## src/rtl/cb_io_driver_app.sv

```systemverilog
// Command-driven output driver: per-channel set/clear/toggle/timed-pulse with a
// minimum dwell after every output edge so the driven IO lines cannot chatter.
module cb_io_driver_app #(
    parameter int OUT_NUM  = 16,
    parameter int CH_W     = 4,
    parameter int CNT_W    = 16,
    parameter int HOLD_CNT = 8
) (
    input  logic               sys_clk,
    input  logic               rst_n,
    input  logic               tick_i,
    input  logic               cmd_valid_i,
    output logic               cmd_ready_o,
    input  logic [CH_W-1:0]    cmd_ch_i,
    input  logic [1:0]         cmd_op_i,
    input  logic [CNT_W-1:0]   cmd_len_i,
    output logic [OUT_NUM-1:0] out_o,
    output logic [OUT_NUM-1:0] busy_o,
    output logic               cmd_err_o
);

    localparam int               PAD_N     = 2 ** CH_W;
    localparam logic [CNT_W-1:0] HOLD_LOAD = CNT_W'(HOLD_CNT);
    localparam logic [CH_W:0]    OUT_LIMIT = (CH_W + 1)'(OUT_NUM);

    typedef enum logic [1:0] {
        ST_IDLE  = 2'd0,
        ST_PULSE = 2'd1,
        ST_HOLD  = 2'd2
    } state_t;

    state_t             r_state     [OUT_NUM];
    state_t             w_stateNext [OUT_NUM];
    logic [CNT_W-1:0]   r_cnt       [OUT_NUM];
    logic [CNT_W-1:0]   w_cntNext   [OUT_NUM];
    logic [OUT_NUM-1:0] r_out;
    logic [OUT_NUM-1:0] w_outNext;
    logic               r_err;
    logic               w_inRange;
    logic               w_accept;
    logic               w_newLvl;
    logic [PAD_N-1:0]   w_busyPad;
    logic [CNT_W-1:0]   w_pulseLen;

    always_comb begin
        for (int i = 0; i < OUT_NUM; i++) begin
            busy_o[i] = (r_state[i] != ST_IDLE);
        end
    end

    // Busy vector padded to the full channel address space so any index is legal.
    always_comb begin
        w_busyPad                = '0;
        w_busyPad[OUT_NUM-1:0]   = busy_o;
    end

    assign w_inRange   = ({1'b0, cmd_ch_i} < OUT_LIMIT);
    assign cmd_ready_o = w_inRange ? ~w_busyPad[cmd_ch_i] : 1'b1;
    assign w_accept    = cmd_valid_i & cmd_ready_o;
    assign w_pulseLen  = (cmd_len_i == '0) ? CNT_W'(1) : cmd_len_i;

    always_comb begin
        w_outNext = r_out;
        w_newLvl  = 1'b0;
        for (int i = 0; i < OUT_NUM; i++) begin
            w_stateNext[i] = r_state[i];
            w_cntNext[i]   = r_cnt[i];
            case (r_state[i])
                ST_IDLE: begin
                    // Commands only land on idle channels; a coinciding tick is ignored.
                    if (w_accept && w_inRange && (cmd_ch_i == CH_W'(i))) begin
                        if (cmd_op_i == 2'b10) begin
                            w_outNext[i]   = 1'b1;
                            w_cntNext[i]   = w_pulseLen;
                            w_stateNext[i] = ST_PULSE;
                        end else begin
                            case (cmd_op_i)
                                2'b00:   w_newLvl = 1'b0;
                                2'b01:   w_newLvl = 1'b1;
                                default: w_newLvl = ~r_out[i];
                            endcase
                            if (w_newLvl != r_out[i]) begin
                                w_outNext[i] = w_newLvl;
                                if (HOLD_CNT != 0) begin
                                    w_cntNext[i]   = HOLD_LOAD;
                                    w_stateNext[i] = ST_HOLD;
                                end
                            end
                        end
                    end
                end
                ST_PULSE: begin
                    if (tick_i) begin
                        if (r_cnt[i] == CNT_W'(1)) begin
                            w_outNext[i] = 1'b0;
                            if (HOLD_CNT != 0) begin
                                w_cntNext[i]   = HOLD_LOAD;
                                w_stateNext[i] = ST_HOLD;
                            end else begin
                                w_cntNext[i]   = '0;
                                w_stateNext[i] = ST_IDLE;
                            end
                        end else begin
                            w_cntNext[i] = r_cnt[i] - CNT_W'(1);
                        end
                    end
                end
                ST_HOLD: begin
                    if (tick_i) begin
                        if (r_cnt[i] == CNT_W'(1)) begin
                            w_cntNext[i]   = '0;
                            w_stateNext[i] = ST_IDLE;
                        end else begin
                            w_cntNext[i] = r_cnt[i] - CNT_W'(1);
                        end
                    end
                end
                default: begin
                    w_cntNext[i]   = '0;
                    w_stateNext[i] = ST_IDLE;
                end
            endcase
        end
    end

    always_ff @(posedge sys_clk or negedge rst_n) begin
        if (!rst_n) begin
            for (int i = 0; i < OUT_NUM; i++) begin
                r_state[i] <= ST_IDLE;
                r_cnt[i]   <= '0;
            end
            r_out <= '0;
            r_err <= 1'b0;
        end else begin
            for (int i = 0; i < OUT_NUM; i++) begin
                r_state[i] <= w_stateNext[i];
                r_cnt[i]   <= w_cntNext[i];
            end
            r_out <= w_outNext;
            r_err <= w_accept & ~w_inRange;
        end
    end

    assign out_o     = r_out;
    assign cmd_err_o = r_err;

endmodule

```

## config.mk

```make
export PLATFORM = sky130hd
export DESIGN_NAME = cb_io_driver_app
export DESIGN_NICKNAME = d
export VERILOG_FILES = /design/src/rtl/cb_io_driver_app.sv
export SDC_FILE = /design/constraint.sdc
export NUM_CORES = 1
export LEC_CHECK = 0
export BUFFER_PORTS_ARGS = -buffer_cell sky130_fd_sc_hd__buf_4
export CAP_MARGIN = 20
export CELL_PAD_IN_SITES_DETAIL_PLACEMENT = 0
export CELL_PAD_IN_SITES_GLOBAL_PLACEMENT = 1
export CORE_ASPECT_RATIO = 1.4
export CORE_MARGIN = 3
export CORE_UTILIZATION = 40
export CTS_CLUSTER_SIZE = 8
export DETAILED_ROUTE_END_ITERATION = 8
export GPL_TIMING_DRIVEN = 1
export PLACE_DENSITY = 0.78
export SKIP_CTS_REPAIR_TIMING = 1
export SYNTH_ARGS = -nofsm -noshare
export SYNTH_HDL_FRONTEND = slang
export SYNTH_SLANG_ARGS = --single-unit
export TNS_END_PERCENT = 20
```

## constraint.sdc

```tcl
create_clock -name sys_clk -period 4.7 [get_ports sys_clk]
set_input_delay 0.235 -clock sys_clk [delete_from_list [all_inputs] [get_ports sys_clk]]
set_output_delay 0.235 -clock sys_clk [all_outputs]
set_load 0.1 [all_outputs]
```

* Word level (Yosys, flattened, before mapping)
Cells that the tools add are included.
** Storage, ports and cells
- Bits in registers :: 304
- Output and inout bits :: 34
- Word-level logic and storage cells :: 794
** Operators by class
- Add/sub/neg operators :: 16
- Magnitude comparators :: 1
- Equality and inequality tests :: 177
- Multiplexer cells :: 419
- Bitwise operators :: 18
- Reduce and logical (&&, ||, !) cells :: 115
** Operators with widths (number)
- 16-bit two-way mux :: 113
- 16-bit case mux with 3 select lines :: 16
- 16-bit by 1-bit equality test with 1-bit output, second input constant :: 16
- 16-bit by 1-bit subtractor with 16-bit output, second input constant :: 16
- 2-bit two-way mux :: 112
- 2-bit != test, second input constant :: 80
- 1-bit two-way mux :: 129
- 2-bit case mux with 3 select lines :: 16
- 6-bit AND reduction :: 16
- 5-bit AND reduction :: 16
- 1-bit case mux with 2 select lines :: 32
- 4-bit AND reduction :: 16
- 2-bit nonzero test :: 32
- 3-bit != test, second input constant :: 16
- 2-bit by 1-bit equality test with 1-bit output, second input constant :: 17
- 2-bit equality test, second input constant :: 17
- 2-bit zero test :: 17
- 4-bit equality test, second input constant :: 8
- 1-bit inverter :: 17
- 4-bit by 3-bit equality test with 1-bit output, second input constant :: 4
- 1-bit logical AND :: 16
- 16-bit zero test :: 1
- 1-bit != test :: 16
- 4-bit by 2-bit equality test with 1-bit output, second input constant :: 2
- other kinds (5) :: 5

* Longest topological paths before layout
Gate-level depths: netlist of the first run.
- Word-level depth :: 13
- Mapped depth :: 10
- Gate-level depth less buffers :: 8

* Worst setup path before layout of the first run
Ideal clock, no wire load.
- Kind :: reg2out
- From :: register r_state[10] (netlist name)
- To :: output port cmd_ready_o
- Arrival time :: 3.148 ns
- Setup slack :: 1.317 ns
- Stages on the path, launching flop included :: 7
- Buffers on the path :: 1
- Cell sequence :: dfrtp_1 > clkbuf_1 > nor2_1 > clkinv_1 > mux4_2 > mux4_2 > inv_1
** Between the ends
- Cells in the longest elaborated chain, start to end :: 4
** Ends and longest elaborated chain
- from (decl) :: line 32 : state_t r_state [OUT_NUM];
- from (signal, indexed assignment) :: line 136 : r_state[i] <= w_stateNext[i];
- 2-bit nonzero test :: line 47 : busy_o[i] = (r_state[i] != ST_IDLE);
- via busy_o[10] :: line 18 : output logic [OUT_NUM-1:0] busy_o,
- 1-bit binary-select mux with 4-bit select :: line 58 : assign cmd_ready_o = w_inRange ? ~w_busyPad[cmd_ch_i] : 1'b1;
- 1-bit two-way mux (implied by the code) :: line 58
- 1-bit inverter :: line 58
- to (decl) :: line 13 : output logic cmd_ready_o,
The timed path passes the listed nets, and every way through them passes these cells. The select of a mux whose other input is x is not followed.

* Final worst setup path of the first run
- From :: register r_state[19] (netlist name)
- To :: output port cmd_ready_o
** Between the ends
- Cells in the longest elaborated chain, start to end :: 4
** Ends and longest elaborated chain (line)
- 2-bit nonzero test :: 47
- 1-bit binary-select mux with 4-bit select :: 58
- 1-bit two-way mux (implied by the code) :: 58
- 1-bit inverter :: 58
Every way passes these cells. The select of a mux whose other input is x is not followed.

==> results.tsv, run 1 <==
stage	metric	value	unit
timing	minimum clock period	3.447	ns
floorplanning	top-level I/O count	60	
grt	pin count of the biggest net entering global routing	102	
yosys	number of synthesized register bits	304	
min_path	hold path depth	3	
yosys	async set or reset register ratio after synthesis	100.0	%
clock_tree	clk_lat worst skew	0.58	ns
power_and_ir_drop	VDD IR max	0.3405	mV
floorplanning	core area	51130	um2
floorplanning	die area	54570	um2
power_and_ir_drop	leakage	9.159	nW
route	via count	20732	
yosys	Synth area leaders	dfrtp_1, o21ai_0, nand2_1	
floorplanning	DIE WIDTH	198.3	um
yosys	top cells by count, synth	dfrtp_1, o21ai_0, nand2_1	
yosys	Yosys top cell by area	dfrtp_1	
route	DRT iter0 DRCs	1930	
grt	gr ovfl total	0	
power_and_ir_drop	cell area power density	729.1	nW/um2
place	Final Wtd Congestion	0.9141	
flow_run	max_cap viols	0	
setup_path	crit path cell chain	nor2_1 -> inv_1 -> mux4_2 -> mux4_2 -> inv_1 -> buf_4	
setup_path	Worst Setup Path Type	flop to output pin	
clock_tree	clk sinks	304	
route	post-DR wirelength/cell	23.01	um
clock_tree	clock-pin slew on the worst setup and hold paths	0.05	ns
route	drt total wl	73.16	mm
floorplanning	Die H	275.2	um
route	antenna-violating nets left	0	
timing	Setup Total Neg Slack	0	ns
timing	relative slew slack	18.76	%
yosys	Unique masters post-synth	99	
setup_path	crit-path max cell delay	0.70	ns
timing	Setup Skew	0.02983	ns
timing	final hold violation count	0	
cells_and_area	post-route cell area	22710	um2
place	DP Worst Slack	1.634	ns
yosys	yosys warns	0	
clock_tree	CTS Buf Count	43	
grt	global-route wire length before repair	114.1	mm
setup_path	Arr. time, crit path	3.21	ns
grt	All-Layer GR Usage	26.35	%
yosys	Synth Net Count	2609	
yosys	Primary FF master, synth	dfrtp_1	
cells_and_area	share of post-route cells with drive strength above 1	8.103	%
timing	RSZ-0062 raised after global routing	no	
cells_and_area	diodes inserted	0	
timing	post-route worst setup slack	1.253	ns
setup_path	CP endpoint kind	output pin	
run_status	status	complete, no violations	
route	First-pass DRT Iterations	6	
timing	Final Max Slew Viols	0	
route	DRC	0	
timing	fmax	290.1	MHz
yosys	area share of the largest cell type after synthesis	36.74	%
cells_and_area	NumNets Final	2587	
setup_path	CP max-delay cell	mux4_2	
setup_path	Startpoint Class	flop	
yosys	Post-Syn Instances	2551	
timing	tightest hold margin	0.03290	ns
grt	vias in the first global route	20074	
setup_path	critical path peak fanout	11	
grt	initial antenna violation count	0	
timing	Final Cycle Share	73.33	%
place	Placed Area	21560	um2
timing	Slew @ Worst Pin	1.216	ns
clock_tree	Clock Path Buffers	3	
clock_tree	CTS tree	done	
yosys	EDFF count, synth	0	
timing	final setup vio count	0	
floorplanning	site row count	98	
route	vias per inst	6.519	
cells_and_area	area delta synth->final	9.686	%
floorplanning	starting density of the core	40.50	%
yosys	count leader, synth	dfrtp_1	
clock_tree	Max H-tree Level	2	
yosys	register area share after synthesis	36.74	%
min_path	Hold Path Class	input port to flop	
clock_tree	clk root buf	clkbuf_16	
yosys	syn avg cell area	8.117	um2
place	buffers added on ports	58	
place	DP HPWL	48.30	mm
setup_path	FF-to-FF path depth	7	
setup_path	Worst Path Required	4.47	ns
yosys	cell area after synthesis	20710	um2
per-stage QoR:
step                utilization [%]  total power [mW]  instances
floorplan                         -             11.37       2551
global placement              42.17             13.42       3131
detailed placement            42.17             13.58       3131
CTS                           44.37             16.48       3177
global route                  44.42             17.75       3180
finish                        44.42             16.56       3180
per-layer routing:
layer | wire length [um] | up-vias | GRT usage, %
met3 | 5242 | 204 | 4.310
met2 | 34100 | 860 | 43.11
met5 | 0 | - | 0
li1 | - | 9461 | -
met4 | 3997 | 0 | 13.90
met1 | 29820 | 10207 | 33.46
worst max-delay path, delay by kind of cell (launching register included):
kind          cells  cell delay, ns
flops             1            0.48
buf+inv           3            0.72
mux               2            1.23
simple gates      1            0.22
kinds of logic (layout without fill, tap and decap cells):
logic type	Yosys count	in the layout	synth area share, %
and+or+nand+nor	953	953	22.45
buffers and inverters	235	214	4.538
DFF	304	304	36.74
xor gates and xnor gates	94	94	3.976
AOI/OAI and AO/OA	917	917	29.33
muxes	14	14	0.9728
other	1	1	0.01811
adders and majority gates	33	33	1.982
area by class of cell:
type	instances	area, um2
fill	4982	28420
multi-input combinational	2012	12180
sequential	304	7607
clock buffer	44	1101
tap	650	813.3
timing repair buffer	86	680.7
inverter	82	307.8
clock inverter	2	25.02
placed cells by master, fill, tap and decap left out, drive strengths merged, types with 58 or more instances in the layout:
cell type / netlist / routed
a21oi: 156 / 156
a22o: 60 / 60
a22oi: 58 / 58
buf: 35 / 85
dfrtp: 304 / 304
inv: 78 / 79
nand2: 258 / 258
nor2: 247 / 247
nor3: 122 / 122
nor4: 64 / 64
o21ai: 319 / 319
path summary, 6_finish.rpt:
check | from | slack [ns] | end
max in group asynchronous | rst_n | 3.23 | r_cnt[248]$_DFFE_PN0P_
setup / recovery | r_state[19]$_DFFE_PN0P_ | 1.25 | cmd_ready_o
hold / removal | cmd_len_i[15] | 0.03 | r_cnt[111]$_DFFE_PN0P_
hold reg to reg | r_cnt[38]$_DFFE_PN0P_ | 0.49 | r_cnt[38]$_DFFE_PN0P_
setup reg to reg | r_state[28]$_DFFE_PN0P_ | 1.57 | r_cnt[253]$_DFFE_PN0P_
min in group asynchronous | rst_n | 0.29 | r_cnt[23]$_DFFE_PN0P_
power breakdown:
group	switching (mW)	internal (mW)	total, mW
Clock	1.19	1.64	2.83
Sequential	1.35	3.62	4.97
Combinational	5.79	2.97	8.76
Total	8.33	8.23	16.6
registers in the layout, indices dropped and copies added (netlist names):
signal,flops
r_cnt,256
out_o,16
r_state,32
No activity file was read; power rests on OpenSTA's default activity.
==> run 2, diff against run 1 <==
PLACE_DENSITY = 0.81   (was 0.78)
clock period = 2.8 ns   (was 4.7 ns; I/O delays follow)
==> run 2 against run 1 <==
Cell count increased by 3.7%. Global-route usage is 0.24 points higher. Register-to-register slack lost 1.5 ns. Die area did not move. Non-clock buffer count increased by 117. Combinational power rose by 83%. Wire length grew 2.4%. First-iteration DRC count up 1.0%. Critical endpoint unchanged. Largest cell class unchanged. Critical path depth is the same. Power increased by 75%.
==> results.tsv, run 2 (same netlist as run 1, synthesis figures left out) <==
stage	metric	value	unit	change
route	First-pass DRT Iterations	6		unchanged
route	DRT iter0 DRCs	1950		+1.0%
clock_tree	Clock Path Buffers	3		unchanged
clock_tree	clk sinks	304		unchanged
power_and_ir_drop	clock power share	16.5	%	-0.6 points
floorplanning	die area	54570	um2	unchanged
cells_and_area	post-layout util	46.48	%	+2.1 points
power_and_ir_drop	total power	28.92	mW	+75%
setup_path	crit path cell chain	nor2_4 -> inv_2 -> mux4_2 -> mux4_2 -> clkinvlp_4 -> buf_12		
cells_and_area	area delta synth->final	14.78	%	
clock_tree	clock-pin slew on the worst setup and hold paths	0.05	ns	about the same
setup_path	buffer and inverter count on the worst path	3		unchanged
floorplanning	site row count	98		unchanged
cells_and_area	Most flops, register	r_cnt		
run_status	status	complete, no violations		
cells_and_area	share of post-route cells with drive strength above 1	12.66	%	+4.6 points
grt	global-route wire length before repair	115.0	mm	+0.79%
setup_path	Worst Setup Path Type	flop to output pin		
route	vias per inst	6.411		-1.7%
timing	fmax	359.8	MHz	
grt	initial antenna violation count	0		unchanged
timing	Final Max Slew Viols	0		unchanged
timing	minimum clock period	2.779	ns	
timing	final setup vio count	0		unchanged
cells_and_area	area occupied by multi-input gates	12210	um2	+0.29%
route	drt total wl	74.91	mm	+2.4%
cells_and_area	most frequent cells in the layout	dfrtp_1, o21ai_0, nand2_1, nor2_1, buf_4		
place	Placed Area	22420	um2	+4.0%
clock_tree	clk root buf	clkbuf_16		
timing	relative slew slack	26.04	%	+7.3 points
floorplanning	Die H	275.2	um	unchanged
place	DP HPWL	50.00	mm	+3.5%
timing	Slew @ Worst Pin	1.109	ns	-0.1063 ns
grt	gr ovfl total	0		unchanged
cells_and_area	Reg area	7616	um2	+0.12%
cells_and_area	most common cell after layout, fill and taps aside	dfrtp_1		
setup_path	CP max-delay cell	mux4_2		
floorplanning	core area	51130	um2	unchanged
setup_path	Arr. time, crit path	2.64	ns	-0.57 ns
timing	RSZ-0062 raised after global routing	yes		
route	DRC	0		unchanged
setup_path	CP most frequent cell	mux4_2		
power_and_ir_drop	leakage	9.793	nW	+6.9%
timing	final hold violation count	0		unchanged
power_and_ir_drop	sw frac	49.13	%	-1.2 points
cells_and_area	Fillers	4811		-3.4%
clock_tree	Max H-tree Level	2		unchanged
timing	Setup Skew	0.01508	ns	-0.01475 ns
clock_tree	clk_lat worst skew	0.55	ns	-0.03 ns
grt	pin count of the biggest net entering global routing	83		-19%
power_and_ir_drop	cell area power density	1217	nW/um2	+67%
grt	vias in the first global route	20261		+0.93%
power_and_ir_drop	cell-internal power	14.71	mW	+79%
cells_and_area	NumNets Final	2704		+4.5%
place	Final Wtd Congestion	0.9368		+2.5%
setup_path	Startpoint Class	flop		
floorplanning	DIE WIDTH	198.3	um	unchanged
setup_path	Worst Path Required	2.66	ns	-1.81 ns
power_and_ir_drop	Switch Pwr	14.21	mW	+71%
power_and_ir_drop	share of power burned in registers	28.1	%	-1.9 points
route	antenna-violating nets left	0		unchanged
timing	Final Cycle Share	99.25	%	
clock_tree	CTS tree	done		
power_and_ir_drop	VDD IR max	0.9955	mV	+190%
setup_path	CP endpoint kind	output pin		
timing	tightest hold margin	0.05900	ns	+0.02610 ns
power_and_ir_drop	combinational share of power	55.5	%	+2.6 points
flow_run	max_cap viols	0		unchanged
floorplanning	top-level I/O count	60		unchanged
setup_path	crit-path max cell delay	0.60	ns	-0.10 ns
cells_and_area	fin cells	3297		+3.7%
route	post-DR wirelength/cell	22.72	um	-1.2%
place	buffers added on ports	58		unchanged
setup_path	critical path peak fanout	4		-7
setup_path	CP top delay family	multiplexers		
clock_tree	CTS Buf Count	43		unchanged
route	via count	21138		+2.0%
grt	All-Layer GR Usage	26.59	%	+0.24 points
cells_and_area	post-route cell area	23770	um2	+4.6%
floorplanning	starting density of the core	40.50	%	unchanged
place	Inst Count DP	3231		+3.2%
min_path	Hold Path Class	input port to flop		
cells_and_area	number of flip-flops in the largest register	256		unchanged
-- run 2: worst paths after layout --
| kind | end | slack [ns] | cells after the start | start |
|---|---|---|---|---|
| hold reg to reg | r_state[30]$_DFFE_PN0P_ | 0.49 | 1 | r_state[31]$_DFFE_PN0P_ |
| setup / recovery | cmd_ready_o | 0.02 | 6 | r_state[17]$_DFFE_PN0P_ |
| max in group asynchronous | r_state[8]$_DFFE_PN0P_ | 1.75 | 3 | rst_n |
| hold / removal | r_cnt[178]$_DFFE_PN0P_ | 0.06 | 3 | cmd_len_i[2] |
| min in group asynchronous | r_cnt[21]$_DFFE_PN0P_ | 0.19 | 2 | rst_n |
| setup reg to reg | r_cnt[133]$_DFFE_PN0P_ | 0.11 | 8 | r_state[17]$_DFFE_PN0P_ |
-- run 2: stage by stage --
step	worst slack [ns]	TNS, ns
global route	-0.01694	-0.01694
CTS	-0.3547	-0.3547
global placement	0.1425	0
finish	0.02094	0
floorplan	-0.04958	-0.3291
detailed placement	0.1578	0
-- run 2: power by group through the flow --
stage	combinational (mW)	clock, mW	sequential, mW
floorplan	11.1	0	8.02
global route	17.5	5.00	8.33
global placement	15.3	0	8.01
finish	16.0	4.77	8.11
CTS	15.7	4.86	8.02
detailed placement	15.6	0	8.06
-- run 2: final cells by class --
type	instances	area share (%)
multi-input cells	2012	51.38
flip-flops and latches	304	32.04
repair buffers	203	7.075
clock buffers	45	4.738
well taps	650	3.422
inverters	82	1.327
diodes	1	0.01053
-- run 2: worst register-to-register path, cell delays in order (launching register included) --
cell and delay [ns]:
dfrtp_1 0.41, nor2_4 0.17, inv_2 0.08, mux4_2 0.54, buf_4 0.19, or2_2 0.33
a21oi_4 0.32, nand2_1 0.30, o21ai_0 0.27
-- run 2: metal layers --
layer | GRT usage, % | part of all wire [%] | vias to the layer above
met1 | 33.16 | 40 | 10361
met5 | 0 | 0 | -
li1 | - | - | 9690
met2 | 44.13 | 47 | 845
met3 | 4.078 | 6.4 | 242
met4 | 14.67 | 6.1 | 0
